**src/rtl/btn_cmd_arbiter.sv**
```systemverilog
// btn_cmd_arbiter: turns debounced button levels into single command tokens with press-edge
// detection, hold-to-repeat and round-robin arbitration, offered on a valid/ready handshake.
module btn_cmd_arbiter #(
    parameter int N_BTN = 5,
    parameter int HOLD_CYCLES = 50000000,
    parameter int REPEAT_CYCLES = 10000000,
    parameter int CNT_W = 26,
    localparam int IDX_W = $clog2(N_BTN)
) (
    input  logic             i_clk,
    input  logic             i_rst_n,
    input  logic [N_BTN-1:0] i_btn,
    input  logic             i_repeat_en,
    output logic             o_cmd_valid,
    output logic [IDX_W-1:0] o_cmd_id,
    input  logic             i_cmd_ready,
    output logic             o_drop,
    output logic             o_busy
);
    typedef enum logic {IDLE, OFFER} state_t;
    state_t state, state_d;
    logic [N_BTN-1:0] btn_q, pending, rise, rep_tick, ev, clear_mask;
    logic [CNT_W-1:0] cnt;
    logic rep_phase, active, fire, found;
    logic [IDX_W-1:0] rr_ptr, rr_d, id_d, pick;

    assign rise = i_btn & ~btn_q;
    // repeat only runs while exactly one button is held steadily
    assign active = i_repeat_en && $onehot(btn_q) && i_btn == btn_q;
    assign fire = active && cnt == (rep_phase ? CNT_W'(REPEAT_CYCLES - 1) : CNT_W'(HOLD_CYCLES - 1));
    assign rep_tick = fire ? btn_q : '0;
    assign ev = rise | rep_tick;
    assign clear_mask = (state == OFFER && i_cmd_ready) ? N_BTN'(1) << o_cmd_id : '0;
    assign o_cmd_valid = state == OFFER;
    assign o_busy = |pending | o_cmd_valid;

    always_comb begin
        pick = '0;
        found = 1'b0;
        for (int k = 0; k < N_BTN; k++) begin
            if (!found && pending[IDX_W'((int'(rr_ptr) + k) % N_BTN)]) begin
                found = 1'b1;
                pick = IDX_W'((int'(rr_ptr) + k) % N_BTN);
            end
        end
    end

    always_comb begin
        state_d = state;
        id_d = o_cmd_id;
        rr_d = rr_ptr;
        if (state == IDLE && |pending) begin
            state_d = OFFER;
            id_d = pick;
        end else if (state == OFFER && i_cmd_ready) begin
            state_d = IDLE;
            rr_d = o_cmd_id == IDX_W'(N_BTN - 1) ? '0 : o_cmd_id + 1'b1;
        end
    end

    always_ff @(posedge i_clk) begin
        if (!i_rst_n) begin
            state <= IDLE;
            btn_q <= '0;
            pending <= '0;
            cnt <= '0;
            rep_phase <= 1'b0;
            rr_ptr <= '0;
            o_cmd_id <= '0;
            o_drop <= 1'b0;
        end else begin
            state <= state_d;
            btn_q <= i_btn;
            pending <= (pending & ~clear_mask) | ev;
            o_drop <= |(ev & pending & ~clear_mask);
            cnt <= (!active || fire) ? '0 : cnt + 1'b1;
            rep_phase <= active && (rep_phase || fire);
            rr_ptr <= rr_d;
            o_cmd_id <= id_d;
        end
    end
endmodule

```
**config.mk**
```make
export PLATFORM = sky130hd
export DESIGN_NAME = btn_cmd_arbiter
export DESIGN_NICKNAME = d
export VERILOG_FILES = /design/src/rtl/btn_cmd_arbiter.sv
export SDC_FILE = /design/constraint.sdc
export NUM_CORES = 1
export LEC_CHECK = 0
export CAP_MARGIN = 40
export CORE_AREA = 10 10 105 84
export DETAILED_ROUTE_END_ITERATION = 7
export DIE_AREA = 0 0 115 94
export PLACE_DENSITY_LB_ADDON = 0.12
export SYNTH_ARGS = -nofsm -noshare
export SYNTH_HDL_FRONTEND = slang
export SYNTH_SLANG_ARGS = --single-unit
export TNS_END_PERCENT = 5
```
**constraint.sdc**
```tcl
create_clock -name i_clk -period 4.2 [get_ports i_clk]
set_input_delay 0.63 -clock i_clk [delete_from_list [all_inputs] [get_ports i_clk]]
set_output_delay 0.63 -clock i_clk [all_outputs]
set_load 0.005 [all_outputs]
```
==> results.json, run 1 <==
{
  "status": "finished, final reports clean",
  "dpl-instance-area_um2": 3900,
  "netlist_top_cells_area": "dfxtp_1 (25%), ha_1 (7.5%), xnor2_1 (6.0%)",
  "r2r_slack_ns": 0.26,
  "clock-sinks": 45,
  "min_from": "cnt[0]",
  "p_leak_nw": 1.46,
  "port_buffers": 14,
  "seqPwrFrac_pct": 40.8,
  "final_layout_size_suffix_gt1_share_pct": 10.5,
  "slew_headroom_pct": 62.8,
  "drtPass1Iterations": 5,
  "critPathLaunchType": "flip-flop",
  "fin_crit_ns": 3.94,
  "arrival_ns": 4.17,
  "crit_path_end_kind": "flip-flop",
  "grt_pass1_vias": 2959,
  "worstPathRequired_ns": 4.43,
  "setup_viol": 0,
  "finalHoldViolCount": 0,
  "cp_slowest_cell": "mux4_2",
  "synth.distinct_cells": 71,
  "synth_top_area_share_pct": 24.5,
  "cp_max_fo": 6,
  "combinationalPowerShare_pct": 35.5,
  "final_max_slew_viol_count": 0,
  "dieWidth_um": 115,
  "grt_overflow": 0,
  "min_to": "cnt[0]",
  "fin_crit_sh_pct": 93.8,
  "synth_top_area_cell": "dfxtp_1",
  "cts_tree": "built",
  "pin_count": 15,
  "wire_per_inst_um": 15.7,
  "drtIter0Drc": 252,
  "path_buf_inv": 4,
  "path_cells": "inv_1, ha_4, inv_1, ha_1, inv_2, ha_1, inv_1, ha_1, nand2b_1, a2111oi_4, nor4_4, mux4_2, and3_4, or4_1, a21bo_1, a41oi_2",
  "clockPowerShare_pct": 23.7,
  "path_delay_family": "simple AND/OR/NAND/NOR gates",
  "fmax_mhz": 254,
  "cts_buffers": 5,
  "switchingPower_mw": 0.404,
  "p_int_mw": 0.757,
  "grtUsageTotal_pct": 16.2,
  "syn_inst": 449,
  "grt_max_degree": 27,
  "slowest_delay_ns": 0.55,
  "cts.path.max_buffers": 2,
  "synthesis.area_um2": 3680,
  "antenna_found_initial": 0,
  "wl_um": 8620,
  "areaGrowthSynthToFinish_pct": 9.67,
  "synth_common_cells": "dfxtp_1 (45), nor2_1 (45), nand2_1 (38)",
  "dp.cells": 538,
  "cts_root_buffer": "clkbuf_8",
  "gp_congestion": 0.862,
  "fin_area_um2": 4030,
  "grt_pass1_wl_um": 14800,
  "drv_cap": 0,
  "clk_pin_slew_worst_paths_ns": 0.09,
  "max-vdd-ir-drop_uv": 189,
  "fin_hold_ws_ns": 0.469,
  "die_area_um2": 10800,
  "routed_via_density": 5.97,
  "power_density_nw_per_um2": 288,
  "clock_latency_ns": 0.30,
  "r2r-start": "rr_ptr[1]",
  "initial_utilization_pct": 54.9,
  "yosysWarnings": 0,
  "crit_type": "flip-flop to flip-flop",
  "syn_nets": 482,
  "synth_edf_count": 0,
  "cts_max_level": 2,
  "vias": 3277,
  "hold_path_depth": 1,
  "syn_area_per_cell_um2": 8.19,
  "ys_seq_area_share_pct": 24.5,
  "synth-seq-cells": 45,
  "reg2reg_depth": 16,
  "die_h_um": 94,
  "async_flop_share_pct": 0,
  "rows": 26,
  "switching_share_pct": 34.8,
  "drc": 0,
  "ys.flop_type": "dfxtp_1",
  "ant_nets": 0,
  "hold_class": "flip-flop to flip-flop",
  "layout.nets": 497,
  "timing.rr.end": "o_cmd_id[0]",
  "core_um2": 6700,
  "diodes": 0,
  "dp_hpwl_um": 6430,
  "worst_pin_slew_ns": 0.552,
  "final_cells": 549,
  "clock-skew-final_ns": 0.0133
}
==> kinds of logic (layout without fill, tap and decap cells) <==
group                      after synthesis  in the layout  share of synthesized area [%]
adders and majority gates               24             24                           8.58
buffers and inverters                   41             57                           4.87
muxes                                   22             22                           7.22
xor gates and xnor gates                37             37                           8.82
DFF                                     45             45                           24.5
AOI/OAI and AO/OA                       92             92                           18.0
and+or+nand+nor                        188            188                           28.0
==> worst register-to-register path, stage by stage (launching register included) <==
cell       delay [ns]
dfxtp_1          0.32
inv_1            0.16
ha_4             0.19
inv_1            0.05
ha_1             0.31
inv_2            0.15
ha_1             0.17
inv_1            0.04
ha_1             0.26
nand2b_1         0.20
a2111oi_4        0.08
nor4_4           0.35
mux4_2           0.55
and3_4           0.20
or4_1            0.47
a21bo_1          0.19
a41oi_2          0.17
==> state kept, by name (all words and copies together), names as in the netlist <==
register / cells
cnt: 26
btn_q: 5
pending: 5
o_cmd_id: 3
rr_ptr: 3
o_cmd_valid: 1
o_drop: 1
rep_phase: 1
==> final cells by class <==
class	instances	area (um^2)
repair buffers	27	238
multi-input cells	363	2620
flip-flops and latches	45	901
inverters	22	82.6
well taps	84	105
fillers	591	2670
clock inverters	3	21.3
clock buffers	5	68.8
==> placed cells by master, fill, tap and decap left out, types with 6 or more instances in the layout <==
cell type,instances
o22ai_1,6
mux2_2,6
dfxtp_1,45
and3_1,9
inv_1,20
xnor2_1,25
nand2_1,38
mux2i_1,13
clkdlybuf4s50_1,14
nor3_1,8
or4_1,6
buf_4,13
nand3_1,19
nor2_1,45
xor2_1,12
a21boi_0,7
a21oi_1,13
and2_1,9
ha_1,21
o21ai_0,25
or3_1,6
nand4_1,8
==> through the flow <==
stage | TNS, ns | power, mW | utilization, % | worst slack, ns
6_report | 0 | 1.16 | 60.2 | 0.262
5_1_grt | -0.00597 | 1.24 | 60.2 | -0.00597
4_1_cts | 0 | 1.15 | 59.6 | 0.101
3_5_place_dp | 0 | 0.874 | 58.2 | 0.124
3_3_place_gp | 0 | 0.864 | 58.2 | 0.267
2_1_floorplan | 0 | 0.771 | - | 0.00319
==> power by group through the flow <==
stage | Sequential, mW | Combinational, mW | Clock, mW
after CTS | 0.472 | 0.394 | 0.285
after global routing | 0.476 | 0.462 | 0.302
after floorplan | 0.468 | 0.303 | 0
final | 0.473 | 0.412 | 0.275
after global placement | 0.481 | 0.383 | 0
after detailed placement | 0.482 | 0.391 | 0
==> timing repair <==
action / in CTS / in global routing
hold endpoints to repair: 0 / 0
gates resized for setup: 0 / 2
hold buffers: 0 / 0
buffers inserted: 0 / 3
endpoints found under the setup margin: 0 / 3
==> how the worst max path moves through the flow <==
stage                     depth (start not counted)  slack [ns]     endpoint      start
after global routing                             16      -0.006  o_cmd_id[0]  rr_ptr[1]
after floorplan                                  18       0.003  o_cmd_id[0]  rr_ptr[0]
final                                            16        0.26  o_cmd_id[0]  rr_ptr[1]
after global placement                           16        0.27  o_cmd_id[0]  rr_ptr[1]
after detailed placement                         16        0.12  o_cmd_id[0]  rr_ptr[1]
after CTS                                        16        0.10  o_cmd_id[0]  rr_ptr[1]
==> layer usage <==
layer	vias to the layer above	global-route usage (%)	part of all wire (%)
li1	1654	-	-
met1	1535	24.1	52
met2	80	23.4	41
met3	8	3.19	5.2
met4	0	2.78	0.96
met5	-	0	0
Note: power is estimated with default switching activity, not from simulation.
==> run 2: changes to the inputs <==
- MAX_ROUTING_LAYER: default -> met4
==> run 2 against run 1 <==
Effect of this change:
- sequential power about the same
- critical path depth unchanged
- setup slack about the same
- fmax about the same
- combinational power about the same
- critical path type unchanged
- final cell count unchanged
- hold slack about the same
- first-iteration DRC count increased by 1.6%
==> results.json, run 2 (synthesized netlist as in run 1, its figures left out) <==
{
  "worstPathRequired_ns": 4.43,
  "clock-sinks": 45,
  "cp_slowest_cell": "mux4_2",
  "wire_per_inst_um": 15.7,
  "status": "finished, final reports clean",
  "regMostFlops": "cnt",
  "max-vdd-ir-drop_uv": 190,
  "dp_hpwl_um": 6430,
  "largestRegisters": "cnt (26), btn_q (5), pending (5)",
  "ant_nets": 0,
  "r2r_slack_ns": 0.26,
  "seqPwrFrac_pct": 40.8,
  "clk_pin_slew_worst_paths_ns": 0.09,
  "antenna_found_initial": 0,
  "drtIter0Drc": 256,
  "cts_tree": "built",
  "die_h_um": 94,
  "worst_pin_slew_ns": 0.558,
  "dieWidth_um": 115,
  "port_buffers": 14,
  "gp_congestion": 0.876,
  "core_um2": 6700,
  "grtUsageTotal_pct": 16.6,
  "path_delay_family": "simple AND/OR/NAND/NOR gates",
  "drtPass1Iterations": 5,
  "power_density_nw_per_um2": 288,
  "drv_cap": 0,
  "cts_buffers": 5,
  "largest_reg_flops": 26,
  "critPathLaunchType": "flip-flop",
  "areaGrowthSynthToFinish_pct": 9.67,
  "fin_crit_ns": 3.94,
  "crit_path_end_kind": "flip-flop",
  "rows": 26,
  "die_area_um2": 10800,
  "switchingPower_mw": 0.405,
  "clock-skew-final_ns": 0.0150,
  "final_cells": 549,
  "path_cells": "inv_1, ha_4, inv_1, ha_1, inv_2, ha_1, inv_1, ha_1, nand2b_1, a2111oi_4, nor4_4, mux4_2, and3_4, or4_1, a21bo_1, a41oi_2",
  "cts_root_buffer": "clkbuf_8",
  "dp.cells": 538,
  "routed_via_density": 6.02,
  "wl_um": 8620,
  "switching_share_pct": 34.9,
  "combinationalPowerShare_pct": 35.5,
  "layout_common_cells": "nor2_1 (45), dfxtp_1 (45), nand2_1 (38), xnor2_1 (25), o21ai_0 (25)",
  "cts_max_level": 2,
  "fin_crit_sh_pct": 93.8,
  "hold_buffers": 0,
  "layout.nets": 497,
  "setup_viol": 0,
  "arrival_ns": 4.17,
  "fmax_mhz": 254,
  "cp_max_fo": 6,
  "grt_pass1_vias": 2956,
  "finalPower_mw": 1.16,
  "pin_count": 15,
  "initial_utilization_pct": 54.9,
  "clock_latency_ns": 0.30,
  "grt_max_degree": 27,
  "vias": 3303,
  "crit_type": "flip-flop to flip-flop",
  "utilization_pct": 60.2,
  "grt_overflow": 0,
  "path_buf_inv": 4,
  "finalSetupTns_ns": 0,
  "p_leak_nw": 1.46,
  "slew_headroom_pct": 62.4,
  "final_max_slew_viol_count": 0,
  "p_int_mw": 0.757,
  "hold_class": "flip-flop to flip-flop",
  "slowest_delay_ns": 0.55,
  "cts.path.max_buffers": 2,
  "finalHoldViolCount": 0,
  "drc": 0,
  "clockPowerShare_pct": 23.8,
  "diodes": 0,
  "final_layout_size_suffix_gt1_share_pct": 10.5,
  "grt_pass1_wl_um": 14800
}
-- run 2: cell counts in the layout (fill, tap and decap cells not counted) --
Identical to the previous run, type by type.
-- run 2: metal layers --
layer,GRT usage [%],vias to the layer above,wire [um]
met2,23.4,99,3570
li1,-,1653,-
met5,-,-,0
met3,3.19,6,507
met4,2.78,0,62
met1,24.1,1545,4480
-- run 2: final cells by class --
type	count	area, um^2
fillers	591	2670
repair buffers	27	238
clock inverters	3	21.3
flip-flops and latches	45	901
inverters	22	82.6
clock buffers	5	68.8
well taps	84	105
multi-input cells	363	2620
-- run 2: worst paths after layout --
| path | from | depth (start not counted) | to |
|---|---|---|---|
| worst max register to register | rr_ptr[1] | 16 | o_cmd_id[0] |
| worst max-delay path | rr_ptr[1] | 16 | o_cmd_id[0] |
| worst min register to register | cnt[0] | 1 | cnt[0] |
| worst min-delay path | cnt[0] | 1 | cnt[0] |
-- run 2: through the flow --
step | setup slack, ns | hold slack [ns] | area, um^2
6_report | 0.262 | 0.469 | 4030
5_1_grt | -0.00597 | 0.518 | 4030
4_1_cts | 0.101 | 0.469 | 3990
3_5_place_dp | 0.124 | 0.452 | 3900
3_3_place_gp | 0.267 | 0.440 | 3900
2_1_floorplan | 0.00319 | 0.426 | 3680
-- run 2: repair_timing --
action | in CTS | in global routing
gates resized for setup | 0 | 2
setup buffers | 0 | 3
setup endpoints to repair | 0 | 3
-- run 2: power groups by stage --
stage | combinational, mW | sequential, mW | clock (mW)
2_1_floorplan | 0.303 | 0.468 | 0
6_report | 0.412 | 0.473 | 0.276
5_1_grt | 0.462 | 0.476 | 0.302
3_3_place_gp | 0.383 | 0.481 | 0
3_5_place_dp | 0.391 | 0.482 | 0
4_1_cts | 0.394 | 0.472 | 0.285
==> run 3: changes to the inputs <==
- CORE_AREA: 10 10 105 84 -> 10 10 93 95
- DIE_AREA: 0 0 115 94 -> 0 0 103 105
==> run 3 against run 2 <==
Effect of this change:
- clock power about the same
- via count fell by 2.6%
- count of clock-buffer cells in the layout grew 1
- die area barely moved
- first-iteration DRC count fell by 22%
- flip-flop and latch count unchanged
- final cell count fell by 1.3%
- hold slack improved by 0.0023 ns
==> results.json, run 3 (synthesized netlist as in run 1, its figures left out) <==
{
  "largestRegisters": "cnt (26), btn_q (5), pending (5)",
  "finalHoldViolCount": 0,
  "cts.path.max_buffers": 2,
  "vias": 3218,
  "cts_buffers": 5,
  "wire_per_inst_um": 15.2,
  "areaGrowthSynthToFinish_pct": 9.05,
  "cts_setup_buffers": 0,
  "port_buffers": 14,
  "min_from": "cnt[0]",
  "clock-skew-final_ns": 0.00362,
  "drv_cap": 0,
  "finalSetupTns_ns": 0,
  "fmax_mhz": 257,
  "clk_pin_slew_worst_paths_ns": 0.08,
  "final_layout_size_suffix_gt1_share_pct": 10.2,
  "cts_root_buffer": "clkbuf_8",
  "utilization_pct": 59.3,
  "r2r_slack_ns": 0.30,
  "dp_hpwl_um": 6200,
  "min_to": "cnt[0]",
  "reg2reg_depth": 16,
  "r2r-start": "rr_ptr[1]",
  "grt_max_degree": 27,
  "cts_tree": "built",
  "rows": 30,
  "ant_nets": 0,
  "grt_pass1_vias": 3126,
  "regMostFlops": "cnt",
  "layout.nets": 494,
  "final_max_slew_viol_count": 0,
  "timing.rr.end": "o_cmd_id[0]",
  "arrival_ns": 4.12,
  "power_density_nw_per_um2": 286,
  "cts_max_level": 2,
  "fin_crit_ns": 3.90,
  "dp.cells": 534,
  "grt_pass1_wl_um": 14400,
  "drc": 0,
  "grt_setup_unrepaired": "no",
  "grtUsageTotal_pct": 15.8,
  "max-vdd-ir-drop_uv": 221,
  "pin_count": 15,
  "initial_utilization_pct": 54.4,
  "finalPower_mw": 1.15,
  "setup_viol": 0,
  "fill_cells": 650,
  "clock-sinks": 45,
  "drtIter0Drc": 199,
  "fin_crit_sh_pct": 92.8,
  "worst_pin_slew_ns": 0.612,
  "core_um2": 6760,
  "die_area_um2": 10800,
  "critPathLaunchType": "flip-flop",
  "clock_latency_ns": 0.29,
  "slew_headroom_pct": 58.7,
  "drtPass1Iterations": 4,
  "largest_reg_flops": 26,
  "setup_ws_ns": 0.302,
  "routed_via_density": 5.94,
  "final_cells": 542,
  "dp_slack_ns": 0.188,
  "crit_type": "flip-flop to flip-flop",
  "crit_path_end_kind": "flip-flop",
  "status": "finished, final reports clean",
  "die_h_um": 105,
  "antenna_found_initial": 0,
  "hold_path_depth": 1,
  "diodes": 0,
  "dieWidth_um": 103,
  "layout_common_cells": "nor2_1 (45), dfxtp_1 (45), nand2_1 (38), xnor2_1 (25), o21ai_0 (25)",
  "cp_max_fo": 6,
  "hold_class": "flip-flop to flip-flop",
  "p_leak_nw": 1.45,
  "worstPathRequired_ns": 4.42,
  "grt_overflow": 0,
  "wl_um": 8210,
  "gp_congestion": 0.868
}
==> run 3: changes by cell type in the layout (fill, tap and decap cells not counted), sizes merged <==
cell      change
buf           -3
clkbuf        +1
clkinv        +1
clkinvlp      -1
inv           -1
==> run 3: stage by stage <==
| stage | area, um^2 | hold slack, ns |
|---|---|---|
| 3_5_place_dp | 3900 | 0.455 |
| 5_1_grt | 4010 | 0.504 |
| 4_1_cts | 3990 | 0.475 |
| 2_1_floorplan | 3680 | 0.426 |
| 3_3_place_gp | 3900 | 0.442 |
| 6_report | 4010 | 0.472 |
==> run 3: critical path, cell delays in order, from the launching register on <==
cell and delay [ns]:
dfxtp_1 0.32, inv_1 0.16, ha_4 0.19, inv_1 0.04
ha_1 0.29, inv_2 0.14, ha_1 0.16, inv_1 0.04
ha_1 0.25, nand2b_2 0.16, a2111oi_4 0.07, nor4_4 0.45
mux4_2 0.56, and3_4 0.19, or4_1 0.46, a21bo_1 0.19
a41oi_2 0.17
==> run 3: layout make-up <==
cell class / count / area (um^2) / area share (%)
inverter: 22 / 82.6 / 2.06
clock buffer: 6 / 82.6 / 2.06
clock inverter: 2 / 13.8 / 0.343
tap: 80 / 100 / 2.50
multi-input combinational: 363 / 2610 / 65.2
sequential: 45 / 901 / 22.5
timing repair buffer: 24 / 215 / 5.37
==> run 3: layer usage <==
layer	vias up	track usage, %	routed length [um]
li1	1637	-	-
met1	1530	21.2	4070
met2	49	25.0	3960
met3	2	1.78	159
met4	0	2.58	27
met5	-	-	0
==> run 3: worst max-delay path by stage <==
stage | from | endpoint | slack (ns) | depth (start not counted)
3_3_place_gp | rr_ptr[1] | o_cmd_id[0] | 0.27 | 16
2_1_floorplan | rr_ptr[0] | o_cmd_id[0] | 0.003 | 18
4_1_cts | rr_ptr[1] | o_cmd_id[0] | 0.19 | 16
5_1_grt | rr_ptr[1] | o_cmd_id[0] | 0.05 | 16
6_report | rr_ptr[1] | o_cmd_id[0] | 0.30 | 16
3_5_place_dp | rr_ptr[1] | o_cmd_id[0] | 0.19 | 16
==> run 3: repair_timing <==
item                                    CTS  global route
hold buffers                              0             0
endpoints found under the setup margin    0             2
resized for setup                         0             3
==> run 3: where the power goes <==
part / switching, mW / total [mW] / internal [mW] / leakage, nW
Sequential: 0.0295 / 0.472 / 0.442 / 0.367
Clock: 0.145 / 0.278 / 0.133 / 0.0512
Combinational: 0.208 / 0.396 / 0.187 / 1.03
Total: 0.383 / 1.15 / 0.763 / 1.45
